<file path="src/rtl/seq_alu_pkg.sv">
// Shared types for the sequential ALU: opcode encoding and controller states.
package seq_alu_pkg;

  typedef enum logic [2:0] {
    OP_INC = 3'b000,
    OP_ASR = 3'b001,
    OP_ADD = 3'b010,
    OP_SUB = 3'b011,
    OP_DEC = 3'b100,
    OP_AND = 3'b101,
    OP_OR  = 3'b110,
    OP_XOR = 3'b111
  } op_t;

  typedef enum logic [1:0] {
    IDLE  = 2'd0,
    SHIFT = 2'd1,
    DONE  = 2'd2
  } state_t;

endpackage

</file>
<file path="src/rtl/seq_alu_core.sv">
// Combinational datapath for every single-cycle operation; ASR is handled by the top.
module alu_core
  import seq_alu_pkg::*;
#(
  parameter int WIDTH = 4
) (
  input  logic [2:0]       op,
  input  logic [WIDTH-1:0] a,
  input  logic [WIDTH-1:0] b,
  output logic [WIDTH:0]   result,
  output logic             flag_v
);

  localparam logic [WIDTH-1:0] ONE = {{(WIDTH-1){1'b0}}, 1'b1};

  logic [WIDTH:0] sum_ab;
  logic [WIDTH:0] dif_ab;
  logic [WIDTH:0] inc_a;
  logic [WIDTH:0] dec_a;

  // Zero-extended arithmetic puts carry/borrow naturally into bit WIDTH.
  assign sum_ab = {1'b0, a} + {1'b0, b};
  assign dif_ab = {1'b0, a} - {1'b0, b};
  assign inc_a  = {1'b0, a} + {1'b0, ONE};
  assign dec_a  = {1'b0, a} - {1'b0, ONE};

  always_comb begin
    result = '0;
    flag_v = 1'b0;
    case (op_t'(op))
      OP_INC: begin
        result = inc_a;
        flag_v = ~a[WIDTH-1] & inc_a[WIDTH-1];
      end
      OP_ADD: begin
        result = sum_ab;
        flag_v = (a[WIDTH-1] == b[WIDTH-1]) & (sum_ab[WIDTH-1] != a[WIDTH-1]);
      end
      OP_SUB: begin
        result = dif_ab;
        flag_v = (a[WIDTH-1] != b[WIDTH-1]) & (dif_ab[WIDTH-1] != a[WIDTH-1]);
      end
      OP_DEC: begin
        result = dec_a;
        flag_v = a[WIDTH-1] & ~dec_a[WIDTH-1];
      end
      OP_AND: result = {1'b0, a & b};
      OP_OR:  result = {1'b0, a | b};
      OP_XOR: result = {1'b0, a ^ b};
      default: begin
        result = '0;
        flag_v = 1'b0;
      end
    endcase
  end

endmodule

</file>
<file path="src/rtl/seq_alu.sv">
// Sequential ALU: valid/ready request and result ports, registered result and flags,
// and a one-bit-per-cycle arithmetic shift right.
module seq_alu
  import seq_alu_pkg::*;
#(
  parameter int WIDTH = 4
) (
  input  logic             clk,
  input  logic             rst_n,
  input  logic             in_valid,
  output logic             in_ready,
  input  logic [2:0]       op,
  input  logic [WIDTH-1:0] a,
  input  logic [WIDTH-1:0] b,
  output logic             out_valid,
  input  logic             out_ready,
  output logic [WIDTH:0]   result,
  output logic             flag_z,
  output logic             flag_n,
  output logic             flag_v
);

  localparam int SHW = (WIDTH > 1) ? $clog2(WIDTH) : 1;
  localparam logic [SHW-1:0] CNT_ONE = {{(SHW-1){1'b0}}, 1'b1};

  state_t           state_reg;
  logic [WIDTH-1:0] shift_reg;
  logic [SHW-1:0]   cnt_reg;
  logic [WIDTH:0]   result_reg;
  logic             flag_z_reg;
  logic             flag_n_reg;
  logic             flag_v_reg;
  logic             in_ready_reg;
  logic             out_valid_reg;

  logic [WIDTH:0]   core_result;
  logic             core_v;
  logic [WIDTH-1:0] shift_next;
  logic [SHW-1:0]   amt;
  logic             accept;

  alu_core #(.WIDTH(WIDTH)) u_core (
    .op     (op),
    .a      (a),
    .b      (b),
    .result (core_result),
    .flag_v (core_v)
  );

  assign shift_next = {shift_reg[WIDTH-1], shift_reg[WIDTH-1:1]};
  assign amt        = b[SHW-1:0];
  assign accept     = in_valid & in_ready_reg;

  always_ff @(posedge clk or negedge rst_n) begin
    if (!rst_n) begin
      state_reg     <= IDLE;
      shift_reg     <= '0;
      cnt_reg       <= '0;
      result_reg    <= '0;
      flag_z_reg    <= 1'b0;
      flag_n_reg    <= 1'b0;
      flag_v_reg    <= 1'b0;
      in_ready_reg  <= 1'b1;
      out_valid_reg <= 1'b0;
    end else begin
      case (state_reg)
        IDLE: begin
          if (accept) begin
            in_ready_reg <= 1'b0;
            if (op_t'(op) == OP_ASR) begin
              shift_reg <= a;
              cnt_reg   <= amt;
              if (amt == '0) begin
                result_reg    <= {1'b0, a};
                flag_z_reg    <= (a == '0);
                flag_n_reg    <= a[WIDTH-1];
                flag_v_reg    <= 1'b0;
                out_valid_reg <= 1'b1;
                state_reg     <= DONE;
              end else begin
                state_reg <= SHIFT;
              end
            end else begin
              result_reg    <= core_result;
              flag_z_reg    <= (core_result[WIDTH-1:0] == '0);
              flag_n_reg    <= core_result[WIDTH-1];
              flag_v_reg    <= core_v;
              out_valid_reg <= 1'b1;
              state_reg     <= DONE;
            end
          end
        end
        SHIFT: begin
          shift_reg <= shift_next;
          cnt_reg   <= cnt_reg - CNT_ONE;
          // Last shift: publish the value being shifted in this very edge.
          if (cnt_reg == CNT_ONE) begin
            result_reg    <= {1'b0, shift_next};
            flag_z_reg    <= (shift_next == '0);
            flag_n_reg    <= shift_next[WIDTH-1];
            flag_v_reg    <= 1'b0;
            out_valid_reg <= 1'b1;
            state_reg     <= DONE;
          end
        end
        DONE: begin
          if (out_ready) begin
            out_valid_reg <= 1'b0;
            in_ready_reg  <= 1'b1;
            state_reg     <= IDLE;
          end
        end
        default: begin
          state_reg     <= IDLE;
          in_ready_reg  <= 1'b1;
          out_valid_reg <= 1'b0;
        end
      endcase
    end
  end

  assign in_ready  = in_ready_reg;
  assign out_valid = out_valid_reg;
  assign result    = result_reg;
  assign flag_z    = flag_z_reg;
  assign flag_n    = flag_n_reg;
  assign flag_v    = flag_v_reg;

endmodule

</file>
<file path="config.mk">
export PLATFORM = sky130hd
export DESIGN_NAME = seq_alu
export DESIGN_NICKNAME = d
export VERILOG_FILES = /design/src/rtl/seq_alu_pkg.sv /design/src/rtl/seq_alu_core.sv /design/src/rtl/seq_alu.sv
export SDC_FILE = /design/constraint.sdc
export NUM_CORES = 1
export LEC_CHECK = 0
export BUFFER_PORTS_ARGS = -buffer_cell sky130_fd_sc_hd__buf_2
export CORE_ASPECT_RATIO = 0.7
export CORE_MARGIN = 1.5
export CORE_UTILIZATION = 51
export CTS_BUF_LIST = sky130_fd_sc_hd__clkbuf_16
export DETAILED_ROUTE_END_ITERATION = 10
export PLACE_DENSITY_LB_ADDON = 0.1
export SETUP_SLACK_MARGIN = 0.05
export SLEW_MARGIN = 10
export SYNTH_ARGS = -nofsm -noshare
export SYNTH_HDL_FRONTEND = slang
export SYNTH_SLANG_ARGS = --single-unit
</file>
<file path="constraint.sdc">
create_clock -name clk -period 1.3 [get_ports clk]
set_input_delay 0.39 -clock clk [delete_from_list [all_inputs] [get_ports clk]]
set_output_delay 0.39 -clock clk [all_outputs]
set_load 0.005 [all_outputs]
</file>
==> results.toml, run 1 <==
[clock_tree]
hold_buffers = 0
cts-root-buf = "clkbuf_16"
cts_buffers = 3
h-tree-depth = 1
cts_buffer_depth = 2
clk_pin_slew_ns = 0.05
clock_latency_ns = 0.25
cts_tree = "yes"
clock_sinks = 16

[placement]
place_hpwl_um = 3830
gp_congestion = 0.895
dpl-instance-area_sq_um = 2210
pre_cts_slack_ns = -1.14
port-buffer-count = 24

[die]
num_rows = 16
io-pin-count = 25
die_x_um = 69.2
start_util_pct = 54.6
die_area_sq_um = 3410
die_h_um = 49.3
core_sq_um = 2860

[critical_path]
cp_common_cell = "buf_4"
crit_slowest_cell = "a311oi_1"
start_kind = "primary input"
crit_family = "compound AO/OA/AOI/OAI gates"
cp_slowest_stage_delay_ns = 0.40
critPathKind = "primary input to flip-flop"
cp_max_fo = 3
worstPathCellList = "buf_12, inv_12, buf_4, buf_4, ha_1, mux2i_1, xnor2_1, nand2_1, a311oi_1, o21ai_1, a32oi_1"
cp.required_ns = 1.44
arrival_ns = 2.45
critPathCaptureType = "flip-flop"
crit_buf_inv = 4

[yosys]
synth_warnings = 0
synth_top_family_by_area = "simple AND/OR/NAND/NOR gates"
syn_nets = 223
synthMuxAreaShare_pct = 6.88
syn_inst = 189
syn_area_sq_um = 1560
synth_edf_count = 0
synth_ff_type = "dfrtp_1"
ys_seq_area_share_pct = 25.7
synth.distinct_cells = 42
synth_xor_xnor_area_share_pct = 2.80
synth_seq_cells = 16
synth-adder-area-share_pct = 16.2
ys_async_sr_fraction_pct = 100
synth_compound_area_share_pct = 20.4
synthSimpleGateAreaFrac_pct = 21.0
syn_avg_cell_area_sq_um = 8.28

[sta]
min_period_over_period_pct = 178
slew_headroom_pct = 68.7
max_freq_mhz = 433
fin_ws_ns = -1.01
fin_skew_ns = 0.00138
setup_viol = 17
min_period_ns = 2.31
worst_pin_slew_ns = 0.465
rsz0062_at_grt = "yes"
slew_viol_final = 0
final_hold_viol_count = 0

[finish]
fillers = 85
areaGrowthSynthToFinish_pct = 72.1
antenna_cells = 0
layout.nets = 312
postLayoutCellArea_sq_um = 2690
largest_reg_flops = 5
drive_above_1_share_pct = 53.1

[global_route]
antenna_found_initial = 0
grt.overflow.total = 0
grt_max_degree = 17
grt_pass1_wl_um = 10500
grt_usage_pct = 39.9
grt_pass1_vias = 2109

[detailed_routing]
avgViaCountPerCell = 7.10
drc = 0
first_pass_iters = 5
vias = 2223
drtIter0Drc = 388
routed_wl_um = 8390
drtAntennaViolNets = 0
wl_per_cell_um = 26.8

[run_status]
run_status = "complete, but fails checks"
violations = "setup timing"

[power]
p_per_area_nw_per_um2 = 991
vdd_ir_drop_max_mv = 0.933
leakage_nw = 1.25

[run]
maxCapViolations = 0

[worst_hold_path]
hold_class = "primary input to asynchronous set/reset pin"
## report_power, final
group	total, W	internal (W)	switching (W)
logic	0.00124	0.000579	0.000658
clock network	0.000623	0.000409	0.000214
registers	0.000808	0.000660	0.000148
## per-stage QoR
| step | utilization, % | hold WS, ns | power, W | cells | setup TNS (ns) |
|---|---|---|---|---|---|
| after global routing | 94.0 | 0.0873 | 0.00272 | 313 | -7.21 |
| final | 94.0 | 0.0662 | 0.00267 | 313 | -6.59 |
| after detailed placement | 77.3 | 0.318 | 0.00162 | 304 | -10.05 |
| after floorplan | - | 0.0944 | 0.00120 | 189 | -5.12 |
| after global placement | 77.3 | 0.312 | 0.00157 | 304 | -9.45 |
| after CTS | 89.8 | 0.0595 | 0.00239 | 311 | -4.88 |
## cell type report
cell class / count / area (sq um) / area share [%]
Clock buffer: 3 / 75.1 / 2.79
Sequential cell: 16 / 402 / 14.9
Multi-Input combinational cell: 149 / 1360 / 50.5
Inverter: 16 / 82.6 / 3.07
Tap cell: 36 / 45.0 / 1.67
Timing Repair Buffer: 92 / 723 / 26.9
Clock inverter: 1 / 3.75 / 0.139
## layer usage
layer	vias to the layer above	part of all wire (%)	routed length (um)	global-route usage [%]
li1	858	-	-	-
met3	112	14	1140	10.1
met1	993	34	2870	47.6
met5	-	0	0	0
met4	0	9.6	802	19.6
met2	260	43	3580	67.5
## kinds of logic (layout without fill, tap and decap cells)
logic type                 Yosys count  in the layout
xor gates and xnor gates             5              5
and+or+nand+nor                     66             66
AOI/OAI and AO/OA                   50             50
adders and majority gates           19             19
buffers and inverters               24            112
DFF                                 16             16
muxes                                9              9
## cells in the mapped netlist, drive strengths merged, types with 5 or more instances
master	count	area, sq um
o21ai	14	70.1
buf	6	42.5
nand2	20	75.1
ha	17	213
inv	16	60.1
a21oi	12	60.1
nor2	18	67.6
nand3	5	25.0
dfrtp	15	375
## layout by cell type (no fill, tap or decap), drive strengths merged, types with 2 or more instances in the layout
cell type,count
a211oi,3
a21o,2
a21oi,12
a311oi,2
a31oi,3
a32oi,3
and3,3
buf,92
clkbuf,3
dfrtp,15
fa,2
ha,17
inv,16
mux2,4
mux2i,4
nand2,20
nand2b,4
nand3,5
nand4,2
nor2,18
nor2b,3
nor3,4
nor3b,2
o21ai,14
o21bai,2
o31ai,3
or3,2
xnor2,4
## final timing paths
check	from	end	slack (ns)	cells past startpoint
setup / recovery	a[0]	flag_z	-1.01	11
hold / removal	rst_n	out_valid	0.07	1
setup reg to reg	state_reg[1]	flag_z	-0.49	6
hold reg to reg	result[3]	result[3]	0.49	1
max in group asynchronous	rst_n	in_ready	0.91	1
min in group clk	result[3]	result[3]	0.49	1
## timing repair
item	in CTS	in global routing
gates resized for setup	58	21
buffers inserted	4	2
pin swaps	26	14
endpoints found under the hold margin	0	0
endpoints found under the setup margin	15	16
(Power assumes the default switching activity.)
==> run 2, diff against run 1 <==
- TNS_END_PERCENT: unset -> 10
==> run 2 against run 1 <==
Against the previous run: the flow still finishes with violations (setup timing); maximum frequency increased by 6.7%; combinational power fell by 22%; first-iteration DRC count fell by 37%; critical path depth shrank 1; die area stayed put; largest cell class unchanged.
==> results.toml, run 2 (synthesis gave the netlist of run 1 again) <==
[detailed_routing]
drc = 0
first_pass_iters = 5
drtAntennaViolNets = 0
routed_wl_um = 5710
drtIter0Drc = 244
avgViaCountPerCell = 6.14
vias = 1898
wl_per_cell_um = 18.5

[global_route]
antenna_found_initial = 0
use_met3_pct = 8.47
grt_max_degree = 17
grt_pass1_wl_um = 9070
grt.overflow.total = 0
grt_pass1_vias = 1847
gr-usage-met2_pct = 55.9
grt-busiest-layer = "met2"
met1_usage_pct = 42.8
grt_usage_pct = 33.7

[die]
die_h_um = 49.3
die_x_um = 69.2
die_area_sq_um = 3410
num_rows = 16
start_util_pct = 54.6
io-pin-count = 25
core_sq_um = 2860

[critical_path]
critPathKind = "primary input to flip-flop"
reg2regPathDepth = 5
cp.required_ns = 1.45
cp_max_fo = 3
arrival_ns = 2.32
start_kind = "primary input"
critPathCaptureType = "flip-flop"

[finish]
layout.cells.non_filler = 309
layout_common_cells = "buf_4, nand2_1, buf_2"
postLayoutCellArea_sq_um = 2400
areaGrowthSynthToFinish_pct = 53.3
largest_reg_flops = 5
drive_above_1_share_pct = 42.9
fillers = 161
fin_util_pct = 83.7
layout.nets = 308
antenna_cells = 0
mostFrequentLayoutCell = "buf_4"

[clock_tree]
clk_pin_slew_ns = 0.05
cts-root-buf = "clkbuf_16"
clock_latency_ns = 0.24
hold_buffers = 0
h-tree-depth = 1
cts_tree = "yes"
clock_sinks = 16
cts_buffers = 3
cts_buffer_depth = 2

[worst_hold_path]
hold_class = "primary input to asynchronous set/reset pin"

[sta]
max_freq_mhz = 462
min_period_over_period_pct = 167
min_period_ns = 2.17
final_hold_viol_count = 0
rsz0062_at_grt = "yes"
setup_viol = 15
hold-worst-slack_ns = 0.0550
slew_headroom_pct = 67.1
slew_viol_final = 0
fin_skew_ns = 0.000943
worst_pin_slew_ns = 0.492
fin_ws_ns = -0.865

[run]
maxCapViolations = 0

[run_status]
violations = "setup timing"
run_status = "complete, but fails checks"

[power]
vdd_ir_drop_max_mv = 0.892
p_per_area_nw_per_um2 = 977
leakage_nw = 1.16

[placement]
port-buffer-count = 24
place_hpwl_um = 3950
gp_congestion = 0.890
dp.cells = 301
dpl-instance-area_sq_um = 2160
==> run 2: cell types whose count changed in the layout (fill, tap and decap cells not counted), sizes merged <==
| cell | previous run | this run |
|---|---|---|
| buf | 92 | 88 |
==> run 2: area by class of cell <==
cell class	instances	area, sq um	area share (%)
clock buffer	3	75.1	3.13
inverter	16	65.1	2.71
tap	36	45.0	1.88
multi-input combinational	149	1160	48.2
timing repair buffer	88	651	27.1
clock inverter	1	3.75	0.157
sequential	16	402	16.8
==> run 2: final timing paths <==
check	from	end	slack (ns)
setup / recovery	b[1]	flag_z	-0.87
hold / removal	rst_n	result[0]	0.05
setup reg to reg	in_ready	result[4]	-0.31
hold reg to reg	result[4]	result[4]	0.47
max in group asynchronous	rst_n	in_ready	0.94
min in group clk	result[4]	result[4]	0.47
==> run 2: timing repair <==
item | CTS | global route
endpoints found under the setup margin | 16 | 16
gates resized for setup | 22 | 8
pin swaps | 13 | 11
setup buffers | 3 | 1
==> run 2: layer usage <==
layer,up-vias,share of wire [%]
met5,-,0
met4,0,4.2
met3,30,8.9
met2,140,47
met1,892,40
li1,836,-
==> run 2: per-stage QoR <==
stage / TNS (ns) / setup slack (ns) / total power (W)
after floorplan: -5.67 / -0.706 / 0.00118
after global placement: -10.05 / -1.02 / 0.00156
after detailed placement: -10.57 / -1.09 / 0.00162
after CTS: -5.25 / -0.756 / 0.00228
after global routing: -6.54 / -0.894 / 0.00247
final: -6.00 / -0.865 / 0.00234
==> run 2: worst max-delay path, stage by stage <==
cell	delay (ns)
buf_2	0.09
inv_1	0.08
buf_4	0.16
ha_1	0.16
o21bai_2	0.22
a211oi_1	0.44
o21ai_0	0.19
a31oi_2	0.27
o21ai_1	0.10
a32oi_1	0.22
==> run 2: where the power goes <==
part           internal (W)  switching, W
clock network      0.000408      0.000197
registers          0.000660      0.000113
logic              0.000486      0.000478
==> run 3, diff against run 2 <==
- CORE_UTILIZATION: 51 -> 30
==> run 3 against run 2 <==
Against the previous run: the run still ends with setup timing left; first-iteration DRC count shrank 77%; setup slack gained 0.072 ns; core utilization shrank 33 points; critical path depth shrank 1; count of clock-buffer cells in the layout is the same; final cell count grew 13%; maximum frequency grew 3.4%; global-route usage shrank 16 points.
==> results.toml, run 3 (synthesis gave the netlist of run 1 again) <==
[global_route]
antenna_found_initial = 0
grt_max_degree = 17
use_met3_pct = 3.67
grt.overflow.total = 0
grt_pass1_vias = 1637
grt_usage_pct = 18.1
grt_pass1_wl_um = 7810
met1_usage_pct = 25.7
grt-busiest-layer = "met2"
gr-usage-met2_pct = 27.6

[finish]
areaGrowthSynthToFinish_pct = 59.6
mostFrequentLayoutCell = "buf_4"
fin_util_pct = 51.1
drive_above_1_share_pct = 45.2
fillers = 489
largest_reg_flops = 5
layout.nets = 314
antenna_cells = 0
layout_common_cells = "buf_4, nand2_1, nor2_1"

[clock_tree]
cts_tree = "yes"
cts_buffers = 3
clock_latency_ns = 0.25
cts-root-buf = "clkbuf_16"
clk_pin_slew_ns = 0.05
cts_buffer_depth = 2
hold_buffers = 0
clock_sinks = 16
h-tree-depth = 1

[critical_path]
rr_endpoint = "cnt_reg[0]"
critPathCaptureType = "flip-flop"
worstReg2RegStart = "state_reg[0]"
worstPathCellList = "buf_8, inv_4, ha_4, fa_2, mux4_2, a22oi_2, a311oi_2, o21ai_1, a32oi_1"
cp_slowest_stage_delay_ns = 0.47
crit_slowest_cell = "mux4_2"
crit_family = "compound AO/OA/AOI/OAI gates"
critPathKind = "primary input to flip-flop"
arrival_ns = 2.21
cp.required_ns = 1.41
crit_buf_inv = 2
reg2regPathDepth = 6
reg2reg_slack_ns = -0.25
start_kind = "primary input"
cp_max_fo = 3

[power]
leakage_nw = 1.20
vdd_ir_drop_max_mv = 0.462
p_per_area_nw_per_um2 = 925

[die]
start_util_pct = 32.0
die_x_um = 89.3
die_h_um = 63.4
die_area_sq_um = 5660
core_sq_um = 4890
io-pin-count = 25
num_rows = 21

[worst_hold_path]
hold_class = "primary input to asynchronous set/reset pin"

[sta]
final_hold_viol_count = 0
min_period_over_period_pct = 161
slew_headroom_pct = 74.7
worst_pin_slew_ns = 0.377
min_period_ns = 2.09
rsz0062_at_grt = "yes"
fin_skew_ns = 0.00539
setup_viol = 15
max_freq_mhz = 478
slew_viol_final = 0
fin_ws_ns = -0.793

[placement]
port-buffer-count = 24
gp_congestion = 0.872
pre_cts_slack_ns = -1.14
place_hpwl_um = 4050

[run_status]
violations = "setup timing"
run_status = "complete, but fails checks"

[detailed_routing]
avgViaCountPerCell = 4.82
drtAntennaViolNets = 0
drtIter0Drc = 56
vias = 1677
wl_per_cell_um = 13.9
first_pass_iters = 6
drc = 0
routed_wl_um = 4850

[run]
maxCapViolations = 0
==> run 3: changes by cell type in the layout (fill, tap and decap cells not counted), sizes merged <==
cell | previous run | this run
buf | 88 | 94
clkinv | 1 | 0
inv | 16 | 17
==> run 3: per-layer routing <==
metal	wire length [um]	vias to the layer above	part of all wire [%]
met5	0	-	0
met4	65	0	1.3
met3	216	7	4.5
met2	2150	41	44
met1	2410	780	50
li1	-	849	-
==> run 3: final cells by class <==
type | count | area, sq um | share of cell area [%]
well taps | 69 | 86.3 | 3.46
clock buffers | 3 | 75.1 | 3.01
inverters | 16 | 65.1 | 2.61
multi-input cells | 149 | 1160 | 46.5
flip-flops and latches | 16 | 402 | 16.1
clock inverters | 1 | 3.75 | 0.150
repair buffers | 94 | 704 | 28.2
==> run 3: how the worst max path moves through the flow <==
stage / end / cells after the start / start
6_report: flag_z / 9 / a[0]
5_1_grt: flag_z / 9 / a[0]
4_1_cts: flag_z / 9 / a[0]
3_5_place_dp: flag_z / 9 / a[0]
3_3_place_gp: flag_z / 9 / a[1]
2_1_floorplan: flag_z / 8 / a[0]
==> run 3: stage by stage <==
stage	setup TNS (ns)	cell area, sq um	std cells	hold WS, ns	power, W
floorplan	-5.67	1600	189	0.0944	0.00118
global placement	-11.09	2270	343	0.318	0.00162
detailed placement	-11.36	2270	343	0.327	0.00165
CTS	-6.28	2450	348	0.0596	0.00231
global route	-7.09	2500	348	0.0860	0.00247
finish	-5.91	2500	348	0.0480	0.00231
==> run 3: report_power, final <==
group / total, W / switching, W / internal, W
Clock: 0.000613 / 0.000204 / 0.000408
Sequential: 0.000765 / 0.000106 / 0.000659
Combinational: 0.000931 / 0.000428 / 0.000503
==> run 3: repair_timing <==
action | CTS | global route
pin swaps | 11 | 2
setup endpoints to repair | 16 | 16
gates resized for setup | 22 | 11
setup buffers | 1 | 0
gates cloned | 0 | 0
